[config.mk]
export PLATFORM = sky130hd
export DESIGN_NAME = load_store_unit
export DESIGN_NICKNAME = d
export VERILOG_FILES = /design/src/rtl/lsu_pkg.sv /design/src/rtl/lsu_lane.sv /design/src/rtl/load_store_unit.sv
export SDC_FILE = /design/constraint.sdc
export NUM_CORES = 1
export LEC_CHECK = 0
export ABC_AREA = 1
export BUFFER_PORTS_ARGS = -buffer_cell sky130_fd_sc_hd__buf_2
export CORE_AREA = 10 10 142 144
export CTS_CLUSTER_DIAMETER = 60
export CTS_CLUSTER_SIZE = 40
export DETAILED_ROUTE_END_ITERATION = 6
export DIE_AREA = 0 0 152 154
export PLACE_DENSITY = 0.88
export SLEW_MARGIN = 25
export SYNTH_ARGS = -nofsm -noshare
export SYNTH_HDL_FRONTEND = slang
export SYNTH_HIERARCHICAL = 1
export SYNTH_SLANG_ARGS = --single-unit
[constraint.sdc]
create_clock -name clk -period 2.6 [get_ports clk]
set_clock_uncertainty 0.15 [all_clocks]
set_input_delay 0.78 -clock clk [delete_from_list [all_inputs] [get_ports clk]]
set_output_delay 0.78 -clock clk [all_outputs]
set_load 0.02 [all_outputs]
[src/rtl/lsu_pkg.sv]
// Shared encodings for the load/store unit: access size, FSM state and the
// alignment check used at request acceptance.
package lsu_pkg;

   typedef enum logic [1:0] {
      SIZE_B = 2'b00,
      SIZE_H = 2'b01,
      SIZE_W = 2'b10
   } size_e;

   typedef enum logic {
      IDLE  = 1'b0,
      MERGE = 1'b1
   } state_e;

   // Size 2'b11 has no enum member and is always rejected.
   function automatic logic access_bad(input logic [1:0] size, input logic [1:0] lo);
      logic bad;
      bad = 1'b0;
      case (size)
         SIZE_B:  bad = 1'b0;
         SIZE_H:  bad = lo[0];
         SIZE_W:  bad = (lo != 2'b00);
         default: bad = 1'b1;
      endcase
      return bad;
   endfunction

endpackage

[src/rtl/lsu_lane.sv]
// Combinational byte/half lane logic: with DO_MERGE=0 it extracts and extends
// the addressed lane of a word; with DO_MERGE=1 it overlays wdata onto that lane.
module lsu_lane
   import lsu_pkg::*;
#(
   parameter bit DO_MERGE = 1'b0
) (
   input  logic [31:0] word,
   input  logic [1:0]  lo,
   input  logic [1:0]  size,
   input  logic        uns,
   input  logic [31:0] wdata,
   output logic [31:0] result
);

   logic [7:0]  lane_b;
   logic [15:0] lane_h;

   always_comb begin
      lane_b = word[{lo, 3'b000} +: 8];
      lane_h = word[{lo[1], 4'b0000} +: 16];
      result = word;
      if (DO_MERGE) begin
         case (size)
            SIZE_B:  result[{lo, 3'b000} +: 8]     = wdata[7:0];
            SIZE_H:  result[{lo[1], 4'b0000} +: 16] = wdata[15:0];
            default: result = wdata;
         endcase
      end else begin
         case (size)
            SIZE_B:  result = {{24{~uns & lane_b[7]}}, lane_b};
            SIZE_H:  result = {{16{~uns & lane_h[15]}}, lane_h};
            default: result = word;
         endcase
      end
   end

endmodule

[src/rtl/load_store_unit.sv]
// Memory-stage load/store unit over a word-wide asynchronous-read data memory.
// Sub-word stores take a read-modify-write pass through the MERGE state.
module load_store_unit
   import lsu_pkg::*;
(
   input  logic        clk,
   input  logic        reset_n,
   input  logic        req_valid,
   input  logic        req_we,
   input  logic [1:0]  req_size,
   input  logic        req_unsigned,
   input  logic [31:0] req_addr,
   input  logic [31:0] req_wdata,
   output logic        req_ready,
   output logic        resp_valid,
   output logic [31:0] resp_rdata,
   output logic        resp_err,
   output logic        mem_we,
   output logic [31:0] mem_a,
   output logic [31:0] mem_wd,
   input  logic [31:0] mem_rd
);

   state_e      state;
   logic [29:0] cap_waddr;
   logic [1:0]  cap_lo;
   logic [1:0]  cap_size;
   logic [31:0] cap_word;
   logic [31:0] cap_wdata;

   logic        accept, bad, word_store;
   logic [31:0] ld_data, mrg_data;

   // Gating with reset_n keeps mem_we low while reset is held, whatever the request.
   assign req_ready  = (state == IDLE);
   assign accept     = req_valid & req_ready & reset_n;
   assign bad        = access_bad(req_size, req_addr[1:0]);
   assign word_store = accept & req_we & ~bad & (req_size == SIZE_W);

   assign mem_we = (state == MERGE) | word_store;
   assign mem_a  = (state == MERGE) ? {cap_waddr, 2'b00} : {req_addr[31:2], 2'b00};
   assign mem_wd = (state == MERGE) ? mrg_data : req_wdata;

   lsu_lane #(.DO_MERGE(1'b0)) u_extract (
      .word   (mem_rd),
      .lo     (req_addr[1:0]),
      .size   (req_size),
      .uns    (req_unsigned),
      .wdata  (32'h0),
      .result (ld_data)
   );

   lsu_lane #(.DO_MERGE(1'b1)) u_merge (
      .word   (cap_word),
      .lo     (cap_lo),
      .size   (cap_size),
      .uns    (1'b0),
      .wdata  (cap_wdata),
      .result (mrg_data)
   );

   always_ff @(posedge clk or negedge reset_n) begin
      if (!reset_n) begin
         state      <= IDLE;
         resp_valid <= 1'b0;
         resp_err   <= 1'b0;
         resp_rdata <= '0;
         cap_waddr  <= '0;
         cap_lo     <= '0;
         cap_size   <= '0;
         cap_word   <= '0;
         cap_wdata  <= '0;
      end else begin
         resp_valid <= 1'b0;
         resp_err   <= 1'b0;
         resp_rdata <= '0;
         case (state)
            IDLE: begin
               if (accept) begin
                  if (bad) begin
                     resp_valid <= 1'b1;
                     resp_err   <= 1'b1;
                  end else if (!req_we) begin
                     resp_valid <= 1'b1;
                     resp_rdata <= ld_data;
                  end else if (req_size == SIZE_W) begin
                     resp_valid <= 1'b1;
                  end else begin
                     // Old word is read this cycle and rewritten from MERGE.
                     state     <= MERGE;
                     cap_waddr <= req_addr[31:2];
                     cap_lo    <= req_addr[1:0];
                     cap_size  <= req_size;
                     cap_word  <= mem_rd;
                     cap_wdata <= req_wdata;
                  end
               end
            end
            MERGE: begin
               state      <= IDLE;
               resp_valid <= 1'b1;
            end
            default: state <= IDLE;
         endcase
      end
   end

endmodule

Yosys cells after proc, flatten, opt, wreduce, memory -nomap -nowiden. Index checks and enable logic that the tools add are counted. Widths: inputs -> output; s select.

Bits in latches: 0. Bits in writable memories: 0. Bits in read-only memories: 0. Memories: 0. Output and inout port bits: 100. Flip-flop bits (word level): 133.

Reductions and logical operators: 4. Multiplexer cells: 24. Order comparisons: 0. Multiply operators: 0. Add/subtract/negate cells: 2. Shift operators: 6. Div/mod/pow operators: 0. Bitwise logic cells: 12. Eq/ne operators: 3.

Operators with widths (number): $mux 32 (6); $pmux 32 s2 (2); $bwmux 32 (2); $shift 16x7->32 const A (1); $shift 8x7->32 const A (1); $shiftx 16x7->32 (1); $shiftx 32x6->16 (1); $shiftx 32x6->8 (1); $shiftx 8x7->32 (1); $neg 5->7 (2); $mux 1 (11); $and 1x1->1 (7); $reduce_and 5->1 (1); $eq 2x1->1 const B (2); $logic_not 2->1 (2); $not 1->1 (4); $pmux 1 s2 (2); $pmux 1 s3 (1); $eq 2x2->1 const B (1); $reduce_bool 2->1 (1); $or 1x1->1 (1).

Logic depth before layout (Yosys ltp).
Depth after elaboration: 7. Depth in mapped cells: 14. Mapped depth without buffers: 11.

By module. Netlist, hierarchy kept.

By module, submodules not included: load_store_unit (sequential area each 3328.2 um2, area each 5868.1 um2, times used 1, cells each 757); lsu_lane (u_merge) (sequential area each 0.0 um2, area each 1600.3 um2, times used 1, cells each 357); lsu_lane (u_extract) (sequential area each 0.0 um2, area each 844.6 um2, times used 1, cells each 159).

Worst setup path before layout. Ideal clock, no wire load.

Path kind: reg2out. Start point: register cap_lo[1]. End point: output mem_wd[0]. Buffers on the path: 2. Required time: 1670 ps. Stages on the path, launching flop included: 12. Arrival time: 1868 ps. Slack: -198 ps. Path through: dfrtp_1 inv_2 buf_6 buf_6 ha_1 nor2_1 nand4_1 nand2_1 nand2_1 nand2_1 nand2_1 nand2_1.

Longest elaborated chain between the ends: 5.

Ends and longest elaborated chain: from (decl) (RTL line load_store_unit.sv:26) `logic [1:0] cap_lo;`; from (signal assigned) (RTL line load_store_unit.sv:92) `cap_lo <= req_addr[1:0];`; $neg 5->7 (on tied branches) (RTL line lsu_lane.sv:26, lsu_lane.sv:25); $shiftx 16x7->32 (tied with other cells) (RTL line lsu_lane.sv:26) `SIZE_H: result[{lo[1], 4'b0000} +: 16] = wdata[15:0];`; $bwmux 32 (on tied branches) (RTL line lsu_lane.sv:26, lsu_lane.sv:25); $pmux 32 s2 * (RTL line lsu_lane.sv:24) `case (size)`; net mrg_data[0] (RTL line load_store_unit.sv:32) `logic [31:0] ld_data, mrg_data;`; $mux 32 * (RTL line load_store_unit.sv:42) `assign mem_wd = (state == MERGE) ? mrg_data : req_wdata;`; to (decl) (RTL line load_store_unit.sv:20) `output logic [31:0] mem_wd,`.

Mark *: on every way through the listed nets, which the timed path passes. The rest lies on a longest branch.

Worst setup path after layout.
Start point: register cap_lo[1]. End point: output mem_wd[8].

Same word-level chain as after synthesis.

==> impl_metrics.tcl <==
set metrics [dict create \
    status "complete, but fails checks" \
    violations "setup timing" \
    ctsRootBufferMaster "sky130_fd_sc_hd__clkbuf_16" \
    drt_iter0_markers 952 \
    multi_input_area_um2 4570 \
    final_period_minus_worst_setup_slack_ns 3.00 \
    critPathKind "reg -> out" \
    width_of_the_chip_um 152 \
    holdBufCountCts 0 \
    initial_core_util_pct 48.4 \
    synthTopCellsByArea "sky130_fd_sc_hd__dfrtp_1 (40%), sky130_fd_sc_hd__nand2_1 (34%), sky130_fd_sc_hd__nand3_1 (7.4%), sky130_fd_sc_hd__nor2_1 (2.8%), sky130_fd_sc_hd__nand3_2 (2.6%)" \
    detail_route.drc_violations 0 \
    pre_cts_slack_ns 0.0400 \
    power.share.switching_pct 36.0 \
    cts_tree "done" \
    post_synth_instance_area_um2 8310 \
    rrSetupSlack_ns 0.87 \
    cp_data_arrival_time_ns 2.07 \
    clk_pin_slew_ns 0.06 \
    synth-seq-cells 133 \
    hold_path.class "reg -> reg" \
    total_cts_buffers 17 \
    grt_usage_pct 22.9 \
    timing_hold_violations_final 0 \
    insertion_delay_ns 0.42 \
    peakVddDrop_v 0.000575 \
    total_power_density_per_cell_area_nw_per_um2 713 \
    syn-instance-count 1273 \
    port-buffer-count 200 \
    maxSlewHeadroom_pct 55.3 \
    hold_depth 2 \
    detailedRoute.firstPassIterationCount 5 \
    sequentialPowerShare_pct 36.9 \
    final_max_slew_viol_count 0 \
    syn-mean-instance-area_um2 6.53 \
    final.setup.worst_slack_ns -0.404 \
    timing.critical_path.to_type "output port" \
    grt_setup_unrepaired "true" \
    worstPathMaxFanout 5 \
    grt_antenna_before_repair 2 \
    cellLeakagePower_nw 6.14 \
    grt-ovfl-total 0 \
    synth.distinct_cells 30 \
    remaining_antenna_violation_count 0 \
    r2r-end "cap_waddr[9]" \
    tightest_slew_ns 0.670 \
    clock_tree.buffer_depth 2 \
    grt_pass1_wl_um 44500 \
    ff2ff_path_depth 6 \
    max_clock_freq_ghz 0.333 \
    worst_hold_startpoint "cap_waddr[2]" \
    setup_viol_count_final 32 \
    clock_sinks 133 \
    grt_pass1_vias 8575 \
    layout.nets 1562 \
    cellInternalPower_mw 4.81 \
    share_comb_of_total_power_pct 30.0 \
    report.power.total_mw 7.51 \
    post_route_cells_drive_above_1_share_pct 25.3 \
    synth_top_cell_area_share_pct 40.0 \
    yosys_warnings 6 \
    pin_count 203 \
    die_h_um 154 \
    hold_path_end "cap_waddr[2]" \
    timing.rr.start "state" \
    dp_hpwl_um 20400 \
    htree_num_levels 4 \
    synth_area_leader_cell "sky130_fd_sc_hd__dfrtp_1" \
    design.die.area_um2 23400 \
    coreArea_um2 17200 \
    worst_setup_path_start_kind "flop" \
    grt_start_max_net_pins 102 \
    flow.area_growth_from_synthesis_pct 26.8 \
    period_share_pct 116 \
    num_vias 8860 \
    totalWireLength_um 27800 \
    n_fill_cell 1577 \
    gp_congestion 0.982 \
    portion_of_the_post_synthesis_area_used_by_sequential_elements_pct 40.0 \
    drt-vias-per-instance 5.23 \
    avgRoutedWirePerCell_um 16.4 \
    std_cell_rows 48 \
    cp.required_ns 1.67 \
    maxCapViolCount 0 \
    power.net_switching_mw 2.70 \
    power.clock.fraction_pct 33.1 \
    seqCellArea_um2 3330 \
]
power by group through the flow:
stage                     clock network [mW]  registers (mW)  logic (mW)
after CTS                               2.52            2.76        2.14
after detailed placement                   0            2.79        2.07
after global routing                    2.62            2.81        2.52
final                                   2.49            2.77        2.25
after floorplan                            0            2.68        1.48
after global placement                     0            2.78        2.04
Yosys cell counts (all sizes together):
master and number:
nand2 753, nand3 145, dfrtp 133, nor2 71, buf 49, inv 46, clkbuf 29, o21ai 11
a21boi 10, a22oi 8, nand4 8, ha 5, a21oi 1, clkinv 1, conb 1, nand3b 1
nor3b 1
worst max-delay path: stages (launching register included):
cell	delay, ns
sky130_fd_sc_hd__dfrtp_1	0.39
sky130_fd_sc_hd__inv_2	0.09
sky130_fd_sc_hd__ha_4	0.35
sky130_fd_sc_hd__nand2_8	0.09
sky130_fd_sc_hd__nor3b_4	0.28
sky130_fd_sc_hd__nand2_1	0.10
sky130_fd_sc_hd__nand2_1	0.09
sky130_fd_sc_hd__nand2_1	0.06
sky130_fd_sc_hd__nand2_2	0.08
sky130_fd_sc_hd__buf_6	0.11
layout by cell type, fill, tap and decap left out, types with 7 or more instances in the layout:
| cell | netlist | final |
|---|---|---|
| sky130_fd_sc_hd__buf_4 | 10 | 40 |
| sky130_fd_sc_hd__inv_1 | 37 | 33 |
| sky130_fd_sc_hd__nor2_1 | 63 | 54 |
| sky130_fd_sc_hd__a22oi_1 | 8 | 8 |
| sky130_fd_sc_hd__nor2_4 | 4 | 7 |
| sky130_fd_sc_hd__nor2_2 | 2 | 8 |
| sky130_fd_sc_hd__nand3_1 | 123 | 121 |
| sky130_fd_sc_hd__buf_6 | 12 | 25 |
| sky130_fd_sc_hd__nand4_1 | 8 | 8 |
| sky130_fd_sc_hd__nand2_2 | 6 | 33 |
| sky130_fd_sc_hd__dfrtp_1 | 133 | 132 |
| sky130_fd_sc_hd__buf_2 | 18 | 167 |
| sky130_fd_sc_hd__o21ai_0 | 9 | 8 |
| sky130_fd_sc_hd__a21boi_1 | 9 | 9 |
| sky130_fd_sc_hd__clkbuf_16 | 0 | 17 |
| sky130_fd_sc_hd__nand2_1 | 745 | 713 |
| sky130_fd_sc_hd__nand3_2 | 22 | 24 |
sequential cells by signal, summed over array words and instances (netlist names):
name        flops
cap_word       32
cap_waddr      30
resp_valid      1
state           1
cap_wdata      32
cap_lo          2
resp_err        1
cap_size        2
resp_rdata     32
per-layer routing:
layer  up-vias  track usage (%)  routed length, µm
li1       4300                -                  -
met4         0             7.98                770
met1      4098             29.1              11600
met2       400             36.6              13100
met5         -                0                  0
met3        62             6.42               2310
through the flow:
stage          util, %  setup TNS (ns)  instance area (µm²)  cells  hold slack (ns)
6_report          61.3           -9.53                10500   1693            0.320
5_1_grt           61.3          -12.69                10500   1693            0.344
4_1_cts           60.2          -11.29                10300   1689            0.324
3_5_place_dp      56.0               0                 9610   1658            0.309
3_3_place_gp      56.0               0                 9610   1658            0.303
2_1_floorplan        -          -0.153                 8440   1274            0.292
how the worst max path moves through the flow:
stage | slack, ns | endpoint | cells after the start | start
finish | -0.40 | mem_wd[8] | 9 | cap_lo[1]
detailed placement | 0.04 | mem_wd[8] | 9 | cap_lo[1]
global placement | 0.03 | mem_wd[8] | 9 | cap_lo[1]
global route | -0.46 | mem_wd[8] | 9 | cap_lo[1]
floorplan | -0.02 | mem_wd[12] | 12 | cap_lo[1]
CTS | -0.36 | mem_wd[8] | 9 | cap_lo[1]
cell families after synthesis:
group | after synthesis | share of synthesized area [%]
flip-flops | 133 | 40.0
AO/OA/AOI/OAI | 30 | 2.35
other | 1 | 0.0451
adder cells (fa/ha/maj) | 5 | 0.753
AND/OR/NAND/NOR | 979 | 49.3
buffers and inverters | 125 | 7.54
area by class of cell:
type	instances	share of cell area [%]
tap	225	2.67
sequential	133	31.6
clock buffer	20	4.33
antenna	2	0.0475
multi-input combinational	1016	43.4
clock inverter	11	1.40
inverter	47	1.91
timing repair buffer	239	14.6
timing repair:
item,CTS,global route
gates resized for setup,44,52
pin swaps,21,20
endpoints found under the setup margin,58,59
buffers inserted,0,2
endpoints found under the hold margin,0,0
Note: power is estimated with default switching activity, not from simulation.
